<file path="config.mk">
export PLATFORM = sky130hd
export DESIGN_NAME = memory_board_ctrl
export DESIGN_NICKNAME = d
export VERILOG_FILES = /design/src/rtl/memory_board_ctrl.sv
export SDC_FILE = /design/constraint.sdc
export NUM_CORES = 1
export LEC_CHECK = 0
export CAP_MARGIN = 0
export CORE_AREA = 2 2 108 110
export DETAILED_ROUTE_END_ITERATION = 8
export DIE_AREA = 0 0 110 112
export HOLD_SLACK_MARGIN = 0.12
export PLACE_DENSITY_LB_ADDON = 0.25
export SYNTH_ARGS = -nofsm -noshare
export SYNTH_HDL_FRONTEND = slang
export SYNTH_SLANG_ARGS = --single-unit
</file>
<file path="constraint.sdc">
create_clock -name clk -period 4.31 [get_ports clk]
set_input_delay 0.6465 -clock clk [delete_from_list [all_inputs] [get_ports clk]]
set_output_delay 0.6465 -clock clk [all_outputs]
set_load 0.02 [all_outputs]
</file>
<file path="src/rtl/memory_board_ctrl.sv">
// Game-state sequencer for the 4x4 memory-card board: cursor, face-up cards,
// matched pairs, move count and the select/compare/show-mismatch sequence.
module memory_board_ctrl #(
  parameter int SHOW_CYCLES = 50000000,
  parameter int CNT_W       = 26
) (
  input  logic        clk,
  input  logic        rst_n,
  input  logic        new_game,
  input  logic        btn_up,
  input  logic        btn_down,
  input  logic        btn_left,
  input  logic        btn_right,
  input  logic        btn_sel,
  input  logic [47:0] layout,
  output logic [3:0]  cursor,
  output logic [15:0] face_up,
  output logic [15:0] matched,
  output logic [7:0]  moves,
  output logic        busy,
  output logic        game_done
);

  // state   | meaning
  // FIRST   | waiting for the first card of a pair
  // SECOND  | first card (idx_a) face-up, waiting for the second
  // COMPARE | one cycle: count the move, compare pair ids of idx_a/idx_b
  // SHOW    | mismatched pair stays revealed until the timer reaches zero
  // DONE    | every card matched; only new_game or reset leaves
  typedef enum logic [2:0] {S_FIRST, S_SECOND, S_COMPARE, S_SHOW, S_DONE} state_t;

  state_t             state, state_d;
  logic [3:0]         cursor_d, idx_a, idx_a_d, idx_b, idx_b_d;
  logic [15:0]        face_up_d, matched_d, pair_bits;
  logic [7:0]         moves_d;
  logic [CNT_W-1:0]   timer, timer_d;
  logic               busy_d, game_done_d, sel_ok;
  logic [2:0]         pair_id [16];

  always_comb begin
    for (int i = 0; i < 16; i++) pair_id[i] = layout[3*i +: 3];
  end

  assign sel_ok    = btn_sel && !face_up[cursor] && !matched[cursor];
  assign pair_bits = (16'b1 << idx_a) | (16'b1 << idx_b);

  always_comb begin
    state_d   = state;
    cursor_d  = cursor;
    face_up_d = face_up;
    matched_d = matched;
    moves_d   = moves;
    timer_d   = timer;
    idx_a_d   = idx_a;
    idx_b_d   = idx_b;
    if (new_game) begin
      state_d   = S_FIRST;
      cursor_d  = '0;
      face_up_d = '0;
      matched_d = '0;
      moves_d   = '0;
      timer_d   = '0;
      idx_a_d   = '0;
      idx_b_d   = '0;
    end else begin
      // Row moves step by 4 and wrap through the 4-bit index; column moves
      // touch only the low two bits so they wrap within the row.
      if (state != S_DONE) begin
        if (btn_up)         cursor_d = cursor - 4'd4;
        else if (btn_down)  cursor_d = cursor + 4'd4;
        else if (btn_left)  cursor_d = {cursor[3:2], cursor[1:0] - 2'd1};
        else if (btn_right) cursor_d = {cursor[3:2], cursor[1:0] + 2'd1};
      end
      case (state)
        S_FIRST: if (sel_ok) begin
          face_up_d[cursor] = 1'b1;
          idx_a_d           = cursor;
          state_d           = S_SECOND;
        end
        S_SECOND: if (sel_ok) begin
          face_up_d[cursor] = 1'b1;
          idx_b_d           = cursor;
          state_d           = S_COMPARE;
        end
        S_COMPARE: begin
          if (moves != 8'hFF) moves_d = moves + 8'd1;
          if (pair_id[idx_a] == pair_id[idx_b]) begin
            matched_d = matched | pair_bits;
            face_up_d = face_up & ~pair_bits;
            state_d   = (matched_d == 16'hFFFF) ? S_DONE : S_FIRST;
          end else begin
            timer_d = CNT_W'(SHOW_CYCLES - 1);
            state_d = S_SHOW;
          end
        end
        S_SHOW: begin
          if (timer == '0) begin
            face_up_d = face_up & ~pair_bits;
            state_d   = S_FIRST;
          end else begin
            timer_d = timer - 1'b1;
          end
        end
        default: ;
      endcase
    end
    busy_d      = (state_d == S_COMPARE) || (state_d == S_SHOW);
    game_done_d = (state_d == S_DONE);
  end

  always_ff @(posedge clk or negedge rst_n) begin
    if (!rst_n) begin
      state     <= S_FIRST;
      cursor    <= '0;
      face_up   <= '0;
      matched   <= '0;
      moves     <= '0;
      timer     <= '0;
      idx_a     <= '0;
      idx_b     <= '0;
      busy      <= 1'b0;
      game_done <= 1'b0;
    end else begin
      state     <= state_d;
      cursor    <= cursor_d;
      face_up   <= face_up_d;
      matched   <= matched_d;
      moves     <= moves_d;
      timer     <= timer_d;
      idx_a     <= idx_a_d;
      idx_b     <= idx_b_d;
      busy      <= busy_d;
      game_done <= game_done_d;
    end
  end

endmodule

</file>
==> run summary, run 1 <==
vias: 5,239
Worst Tran Pin Value: 1.04 ns
CTS clk-pin slew, worst paths: 0.06 ns
LEAKAGE: 2.56 nW
Avg Cell Area, Syn: 9.51 sq um
vias in the first global route: 5,051
Crit path required time: 4.54 ns
Worst R2R Start: idx_b[0]
RSZ-0062 raised after global routing: no
CTS tree: built
initial antenna violation count: 0
minimum clock period after layout: 3.30 ns
# H-tree levels: 3
Post-Syn Area: 0.00548 sq mm
cts bufs inserted: 9
Synth cell types: 67
CP Cell Sequence: mux4_2, a22oi_1, nand2_1, xnor2_2, nand4_1, buf_4, and2_1, o221a_1
aggregate routed wire length: 16,000 um
flop2flop setup slack: 1.01 ns
largest buffer count on any clock path: 2
Mapped Cells: 576
DP Wirelength: 11,400 um
DRT Pass-1 Iters: 5
crit start category: flop
top post-synthesis cells by count: dfrtp_1, nor2_1, nand2_1
hold violation count in the final report: 0
Core Footprint: 0.0112 sq mm
Tot GR Track Use: 0.274
P_int: 0.00154 W
Detail Route Antenna Nets: 0
peak supply drop: 0.260 mV
Max-Cap Viols: 0
total grt overflow: 0
routed vias/inst: 6.52
Power Density: 338 mW/mm^2
register area share after synthesis: 0.379
Seq pwr share: 0.382
Fin Setup TNS: 0 ns
count leader, synth: dfrtp_1
number of synthesized flops with an enable pin: 0
synthesis warning total: 0
final setup skew: 0.0100 ns
Slew Viols, Final: 0
die span in y: 112 um
delay-heaviest family, CP: flip-flops
CTS Sinks: 83
FF-to-FF path depth: 8
critical path class: reg2reg
diode count: 0
WL per Instance: 19.9 um
combinational share of power: 0.274
Layout Nets: 718
largest net degree at the start of global routing: 84
Util after Layout: 0.610
Post-CTS Resized: 0
top_reg_cell synth: dfrtp_1
fmax: 303 MHz
period utilization: 0.765
CP Capture Type: flop
layout filler cell count: 935
worst-skew pair later-pin latency: 0.34 ns
first-pass GRT wire length: 26,400 um
Die ar.: 0.0123 sq mm
Data arrival, critical path: 3.52 ns
Slew headroom: 0.304
Setup WS pre-CTS: 1.01 ns
Psw: 0.000763 W
Area Overhead vs Synth: 24.4%
CP Launch Point: idx_b[0]
CTS Hold Bufs: 0
Yosys reg bits: 83
ys async rst share: 1.00
Synth area leaders: dfrtp_1, mux4_2, nor2_1
Clk pwr share: 0.344
Fin Hold WS: 0.485 ns
Yosys top cell area share: 0.379
boundary pin count: 102
Final GP Congestion: 1.04
initial core utilization: 0.490
DR iter-0 viols: 452
# port buffers: 101
R2R Path End: timer[6]
Worst Path Buf+Inv: 1
crit path max-delay cell type: dfrtp_1
Hold Path Class: in2async
number of core rows: 39
Crit path largest cell delay: 0.93 ns
Post-CTS Setup Bufs: 0
final count of negative-setup-slack endpoints: 0
DRC Markers: 0
Switching Share: 0.331
fraction of layout cells with a size suffix above 1: 0.0894
die width: 110 um
Syn Nets: 639
status: finished clean
Critical Path Stages: 8
Crit Path Max Fanout: 17
Yosys top cell by area: dfrtp_1
setup ws final: 1.01 ns
clk root buf: clkbuf_16
==> per-layer routing <==
layer  up-vias  part of all wire  GRT usage
met4         0             0.037      0.121
met3        46             0.071     0.0445
met5         -                 0          0
li1       2399                 -          -
met2       256              0.48      0.430
met1      2538              0.41      0.372
==> worst register-to-register path, cell delays in order, from the launching register on <==
cell     delay, ns
dfrtp_1       0.93
mux4_2        0.61
a22oi_1       0.19
nand2_1       0.12
xnor2_2       0.28
nand4_1       0.14
buf_4         0.20
and2_1        0.37
o221a_1       0.34
==> how the worst max path moves through the flow <==
stage                to  slack, ns
6_report       timer[6]       1.01
5_1_grt        timer[0]       0.71
4_1_cts        timer[0]       0.98
3_5_place_dp   timer[6]       1.01
3_3_place_gp   timer[6]       1.05
2_1_floorplan  timer[4]       1.89
==> power by group through the flow <==
stage | clock network (W) | logic, W | registers [W]
2_1_floorplan | 0 | 0.000440 | 0.000873
3_3_place_gp | 0 | 0.000610 | 0.000890
3_5_place_dp | 0 | 0.000620 | 0.000892
4_1_cts | 0.000798 | 0.000624 | 0.000878
5_1_grt | 0.000838 | 0.000695 | 0.000887
6_report | 0.000792 | 0.000632 | 0.000880
==> cells by family after synthesis <==
logic type / Yosys count / synth area share
simple gates: 191 / 0.177
compound gates: 186 / 0.240
flops: 83 / 0.379
buf+inv: 65 / 0.0537
mux: 35 / 0.115
xor+xnor: 9 / 0.0185
fa+ha+maj: 7 / 0.0160
==> layout by cell type, fill, tap and decap left out, types with 3 or more instances in the layout <==
cell type        instances
o21ai_1                  8
a211oi_1                16
nor2b_1                 11
mux2i_1                  9
or4_1                    3
or3_1                    3
a22o_1                   4
clkbuf_16                9
o21ai_0                 24
ha_1                     7
nor3_1                  28
a221oi_1                 3
a21oi_1                 10
a22oi_1                 13
xnor2_2                  3
a311oi_1                14
a31oi_1                 28
nor2_1                  48
o32ai_1                  4
clkdlybuf4s50_1         99
nand2_1                 40
dfrtp_1                 83
nand2b_1                10
mux4_2                  22
and2_1                   6
buf_4                    7
nand4_1                  8
xor2_1                   4
o21a_1                   8
nor4_1                   8
mux2_2                   4
nand3_1                 10
inv_1                   26
o22ai_1                 17
o2bb2ai_1               16
==> layout make-up <==
class                      count  area [sq um]  area share
timing repair buffer         107          1050       0.154
tap                          143           179      0.0262
sequential                    83          2080       0.305
clock buffer                  11           243      0.0356
multi-input combinational    428          3110       0.457
inverter                      26          97.6      0.0143
clock inverter                 5          60.1     0.00881
==> flip-flops by register name (all words and copies together) (netlist names) <==
register and flops:
timer 26, face_up 16, matched 16, moves 8, cursor 4, idx_a 4, idx_b 4, state 3
busy 1, game_done 1
==> stage by stage <==
step	instances	total power, W	instance area, sq um
2_1_floorplan	576	0.00131	5480
3_5_place_dp	787	0.00151	6520
4_1_cts	803	0.00230	6820
5_1_grt	803	0.00242	6820
3_3_place_gp	787	0.00150	6520
6_report	803	0.00230	6820
(Power assumes the default switching activity.)
==> run 2: changes to the inputs <==
- clock period: 4.31 -> 3.2 ns (I/O delays scaled with it)
==> run 2 against run 1 <==
Against the previous run: combinational power is 42% higher; power is 33% higher; utilization is 0.88 points higher; sequential cell count stayed put; global-route usage is 0.96 points higher; worst hold slack worse by 0.33 ns; sequential power is 34% higher; sequential share of layout area is 0.42 points lower; clock skew is 0.0021 ns lower; critical endpoint unchanged; highest routed layer unchanged.
==> run summary, run 2 (synthesis gave the netlist of run 1 again) <==
Slew Viols, Final: 0 (unchanged)
WL per Instance: 20.5 um (+3.1%)
Post-CTS Setup Bufs: 0 (unchanged)
fraction of layout cells with a size suffix above 1: 0.112 (+0.0229)
critical path class: reg2reg
vias: 5,417 (+3.4%)
Max-Cap Viols: 0 (unchanged)
Crit Path Max Fanout: 17 (unchanged)
number of core rows: 39 (unchanged)
Placed Cells: 804 (+2.2%)
crit start category: flop
Data arrival, critical path: 3.15 ns (-0.37 ns)
LEAKAGE: 2.63 nW (+2.7%)
Tot GR Track Use: 0.284 (+0.00957)
DRT Pass-1 Iters: 5 (unchanged)
crit path max-delay cell type: dfrtp_1
commonest non-fill, non-tap cell in the layout: clkdlybuf4s50_1
final setup skew: 0.00797 ns (-0.00207 ns)
final count of negative-setup-slack endpoints: 0 (unchanged)
delay-heaviest family, CP: flip-flops
diode count: 0 (unchanged)
CP Cell Sequence: mux4_2, a22oi_1, nand2_1, xnor2_2, nand4_1, and2_1, o221a_1
Crit path largest cell delay: 0.81 ns (-0.12 ns)
Worst Tran Pin Value: 0.843 ns (-0.201 ns)
die span in y: 112 um (unchanged)
Finished Layout Cells: 820 (+2.1%)
Die ar.: 0.0123 sq mm (unchanged)
period utilization: 0.912 (+0.146)
# H-tree levels: 3 (unchanged)
die width: 110 um (unchanged)
vias in the first global route: 5,293 (+4.8%)
Power Density: 441 mW/mm^2 (+31%)
clk root buf: clkbuf_16
flop2flop setup slack: 0.28 ns (-0.73 ns)
status: finished clean
peak supply drop: 0.343 mV (+32%)
DR iter-0 viols: 491 (+8.6%)
# port buffers: 101 (unchanged)
worst-skew pair later-pin latency: 0.34 ns (about the same)
Worst Path Buf+Inv: 0 (-1)
max reg flops: 26 (unchanged)
largest buffer count on any clock path: 2 (unchanged)
CTS Sinks: 83 (unchanged)
Layout Nets: 735 (+2.4%)
minimum clock period after layout: 2.92 ns (-0.381 ns)
RSZ-0062 raised after global routing: no
Reg with most FFs: timer
DRC Markers: 0 (unchanged)
initial core utilization: 0.490 (unchanged)
Final GP Congestion: 0.978 (-5.6%)
Fin Setup TNS: 0 ns (unchanged)
aggregate routed wire length: 16,800 um (+5.3%)
fmax: 343 MHz (+13%)
initial antenna violation count: 0 (unchanged)
most frequent cells in the layout: clkdlybuf4s50_1, dfrtp_1, nor2_1
Crit path required time: 3.43 ns (-1.11 ns)
CTS clk-pin slew, worst paths: 0.06 ns (about the same)
boundary pin count: 102 (unchanged)
Core Footprint: 0.0112 sq mm (unchanged)
Hold Path Class: in2async
hold violation count in the final report: 0 (unchanged)
CTS tree: built
first-pass GRT wire length: 27,200 um (+3.3%)
total grt overflow: 0 (unchanged)
Detail Route Antenna Nets: 0 (unchanged)
largest net degree at the start of global routing: 60 (-29%)
cts bufs inserted: 9 (unchanged)
layout filler cell count: 939 (+0.43%)
CP Capture Type: flop
Area Overhead vs Synth: 26.2%
Slew headroom: 0.436 (+0.132)
DP Wirelength: 12,300 um (+7.5%)
routed vias/inst: 6.61 (+1.3%)
largest registers: timer: 26 flops, face_up: 16 flops, matched: 16 flops
-- run 2: cell types whose count changed in the layout (fill, tap and decap cells not counted) --
cell and delta:
inv_6 -1, dfrtp_1 -1, clkinv_2 +1, dfrtp_2 +1
bufinv_16 -1, buf_4 +17, clkbuf_1 +1
-- run 2: worst paths after layout --
path | from | to | depth (start not counted)
max in group asynchronous | rst_n | face_up[11] | 2
worst max register to register | idx_b[1] | timer[6] | 7
worst max-delay path | idx_b[1] | timer[6] | 7
worst min-delay path | rst_n | matched[12] | 1
worst min register to register | timer[7] | timer[7] | 1
min in group clk | timer[7] | timer[7] | 1
-- run 2: where the power goes --
part / switching, W / leakage (nW) / internal [W]
clock network: 0.000428 / 0.133 / 0.000547
logic: 0.000523 / 1.35 / 0.000376
registers: 0.0000826 / 1.15 / 0.00110
total: 0.00103 / 2.63 / 0.00202
-- run 2: worst register-to-register path, stage by stage (launching register included) --
cell     delay [ns]
dfrtp_1        0.81
mux4_2         0.42
a22oi_1        0.23
nand2_1        0.13
xnor2_2        0.25
nand4_1        0.17
and2_1         0.44
o221a_1        0.36
-- run 2: stage by stage --
stage | power [W] | cell area (sq um) | hold WS, ns | utilization | setup slack (ns)
after global routing | 0.00321 | 6920 | 0.194 | 0.619 | 0.132
after detailed placement | 0.00208 | 6640 | 0.512 | 0.594 | 0.126
after floorplan | 0.00177 | 5480 | 0.184 | - | 0.796
after global placement | 0.00205 | 6640 | 0.503 | 0.594 | 0.209
final | 0.00305 | 6920 | 0.152 | 0.619 | 0.282
after CTS | 0.00305 | 6920 | 0.166 | 0.619 | 0.110
-- run 2: area by class of cell --
class                   instances  area (sq um)  area share
multi-input cells             428          3110       0.450
repair buffers                124          1180       0.170
clock buffers                  12           246      0.0356
well taps                     143           179      0.0259
flip-flops and latches         83          2080       0.300
inverters                      26          97.6      0.0141
clock inverters                 4          26.3     0.00380
-- run 2: routing by layer --
| metal | global-route usage | routed length, um | vias up |
|---|---|---|---|
| met5 | 0 | 0 | - |
| met1 | 0.378 | 6610 | 2642 |
| met4 | 0.109 | 541 | 0 |
| li1 | - | - | 2436 |
| met2 | 0.463 | 8350 | 294 |
| met3 | 0.0439 | 1340 | 45 |
-- run 2: what timing repair did --
| item | in CTS | in global routing |
|---|---|---|
| hold buffers | 0 | 0 |
| endpoints found under the setup margin | 0 | 17 |
| resized for setup | 0 | 1 |
==> run 3: changes to the inputs <==
- RECOVER_POWER: not set -> 50
==> run 3 against run 2 <==
Against the previous run: fmax barely moved; worst hold slack lost 0.0022 ns; non-clock buffer count unchanged; die area did not move; power down 0.19%; critical path depth did not move; utilization shrank 0.067 points; via count is 0.15% higher.
==> run summary, run 3 (synthesis gave the netlist of run 1 again) <==
status: finished clean
Post-CTS Setup Bufs: 0 (unchanged)
Reg with most FFs: timer
Switching Share: 0.338 (about the same)
Core Footprint: 0.0112 sq mm (unchanged)
Max-Cap Viols: 0 (unchanged)
diode count: 0 (unchanged)
combinational share of power: 0.294 (about the same)
Finished Layout Cells: 820 (unchanged)
worst-skew pair later-pin latency: 0.34 ns (about the same)
# port buffers: 101 (unchanged)
Worst Path Buf+Inv: 0 (unchanged)
Layout Nets: 735 (unchanged)
vias in the first global route: 5,293 (unchanged)
routed vias/inst: 6.62 (+0.15%)
crit start category: flop
final count of negative-setup-slack endpoints: 0 (unchanged)
cts bufs inserted: 9 (unchanged)
Psw: 0.00103 W (-0.28%)
Tot GR Track Use: 0.284 (unchanged)
CTS tree: built
first-pass GRT wire length: 27,200 um (unchanged)
most frequent cells in the layout: dfrtp_1, clkdlybuf4s50_1, nor2_1
Crit path required time: 3.43 ns (about the same)
Die ar.: 0.0123 sq mm (unchanged)
die span in y: 112 um (unchanged)
critical path class: reg2reg
DRT Pass-1 Iters: 5 (unchanged)
max reg flops: 26 (unchanged)
Clk pwr share: 0.319 (about the same)
Crit Path Max Fanout: 17 (unchanged)
minimum clock period after layout: 2.92 ns (+0.000993 ns)
boundary pin count: 102 (unchanged)
CP Capture Type: flop
WL per Instance: 20.6 um (+0.11%)
initial core utilization: 0.490 (unchanged)
Seq pwr share: 0.387 (about the same)
RSZ-0062 raised after global routing: no
CTS clk-pin slew, worst paths: 0.06 ns (about the same)
aggregate routed wire length: 16,900 um (+0.11%)
largest net degree at the start of global routing: 60 (unchanged)
DR iter-0 viols: 504 (+2.6%)
crit path max-delay cell type: dfrtp_1
Worst Tran Pin Value: 1.16 ns (+0.314 ns)
vias: 5,425 (+0.15%)
final setup skew: 0.00677 ns (-0.00120 ns)
# H-tree levels: 3 (unchanged)
layout filler cell count: 943 (+0.43%)
die width: 110 um (unchanged)
Slew headroom: 0.229 (-0.207)
number of core rows: 39 (unchanged)
peak supply drop: 0.338 mV (-1.5%)
Slew Viols, Final: 0 (unchanged)
fmax: 343 MHz (about the same)
Crit path largest cell delay: 0.81 ns (about the same)
LEAKAGE: 2.68 nW (+2.1%)
CTS Hold Bufs: 0 (unchanged)
clk root buf: clkbuf_16
Hold Path Class: in2async
Power Density: 441 mW/mm^2 (about the same)
CTS Sinks: 83 (unchanged)
total grt overflow: 0 (unchanged)
FF-to-FF path depth: 7 (unchanged)
P_int: 0.00202 W (-0.15%)
Area Overhead vs Synth: 26.1%
Placed Cells: 804 (unchanged)
fraction of layout cells with a size suffix above 1: 0.109 (-0.00295)
commonest non-fill, non-tap cell in the layout: dfrtp_1
CP Cell Sequence: mux4_2, a22oi_1, nand2_1, xnor2_2, nand4_1, and2_1, o221a_1
delay-heaviest family, CP: flip-flops
largest buffer count on any clock path: 2 (unchanged)
Worst R2R Start: idx_b[1]
period utilization: 0.912 (about the same)
Fin Setup TNS: 0 ns (unchanged)
Data arrival, critical path: 3.14 ns (about the same)
initial antenna violation count: 0 (unchanged)
largest registers: timer: 26 flops, face_up: 16 flops, matched: 16 flops
Final GP Congestion: 0.978 (unchanged)
DP Wirelength: 12,300 um (unchanged)
Detail Route Antenna Nets: 0 (unchanged)
flop2flop setup slack: 0.28 ns (about the same)
R2R Path End: timer[6]
DRC Markers: 0 (unchanged)
hold violation count in the final report: 0 (unchanged)
## run 3: cell type report
type | instances | area, sq um | area share
multi-input cells | 428 | 3110 | 0.451
flip-flops and latches | 83 | 2080 | 0.301
repair buffers | 124 | 1170 | 0.169
clock buffers | 12 | 246 | 0.0357
well taps | 143 | 179 | 0.0259
inverters | 26 | 97.6 | 0.0141
clock inverters | 4 | 26.3 | 0.00380
## run 3: metrics by stage
step | hold slack [ns] | power [W] | util | area (sq um) | setup WS (ns)
final | 0.150 | 0.00305 | 0.618 | 6910 | 0.281
after global routing | 0.193 | 0.00321 | 0.618 | 6910 | 0.132
after CTS | 0.166 | 0.00305 | 0.619 | 6920 | 0.110
after detailed placement | 0.512 | 0.00208 | 0.594 | 6640 | 0.126
after global placement | 0.503 | 0.00205 | 0.594 | 6640 | 0.209
after floorplan | 0.184 | 0.00177 | - | 5480 | 0.796
## run 3: worst max-delay path by stage
stage                           from  endpoint  cells past startpoint
after floorplan             idx_b[0]  timer[4]                     11
after global placement    layout[10]  timer[6]                      8
after detailed placement    idx_a[0]  timer[6]                      7
after CTS                   idx_a[0]  timer[6]                      7
after global routing        idx_b[1]  timer[1]                      7
final                       idx_b[1]  timer[6]                      7
## run 3: layer usage
metal / up-vias / GRT usage / wire length, um
met4: 0 / 0.109 / 516
li1: 2440 / - / -
met5: - / 0 / 0
met3: 43 / 0.0439 / 1300
met1: 2645 / 0.378 / 6670
met2: 297 / 0.463 / 8380
## run 3: worst register-to-register path: cells and delay by family, from the launching register on
kind	cells	cell delay (ns)
AOI/OAI and AO/OA	2	0.56
DFF	1	0.81
xor gates and xnor gates	1	0.29
muxes	1	0.41
and+or+nand+nor	3	0.73
## run 3: power groups by stage
stage / logic, W / clock network [W] / registers [W]
floorplan: 0.000593 / 0 / 0.00118
finish: 0.000897 / 0.000971 / 0.00118
global route: 0.000977 / 0.00104 / 0.00119
detailed placement: 0.000881 / 0 / 0.00119
CTS: 0.000888 / 0.000988 / 0.00118
global placement: 0.000861 / 0 / 0.00119
## run 3: timing repair
| action | 4_1_cts | 5_1_grt |
|---|---|---|
| resized for setup | 0 | 1 |
| setup endpoints to repair | 0 | 17 |
| endpoints found under the hold margin | 0 | 0 |
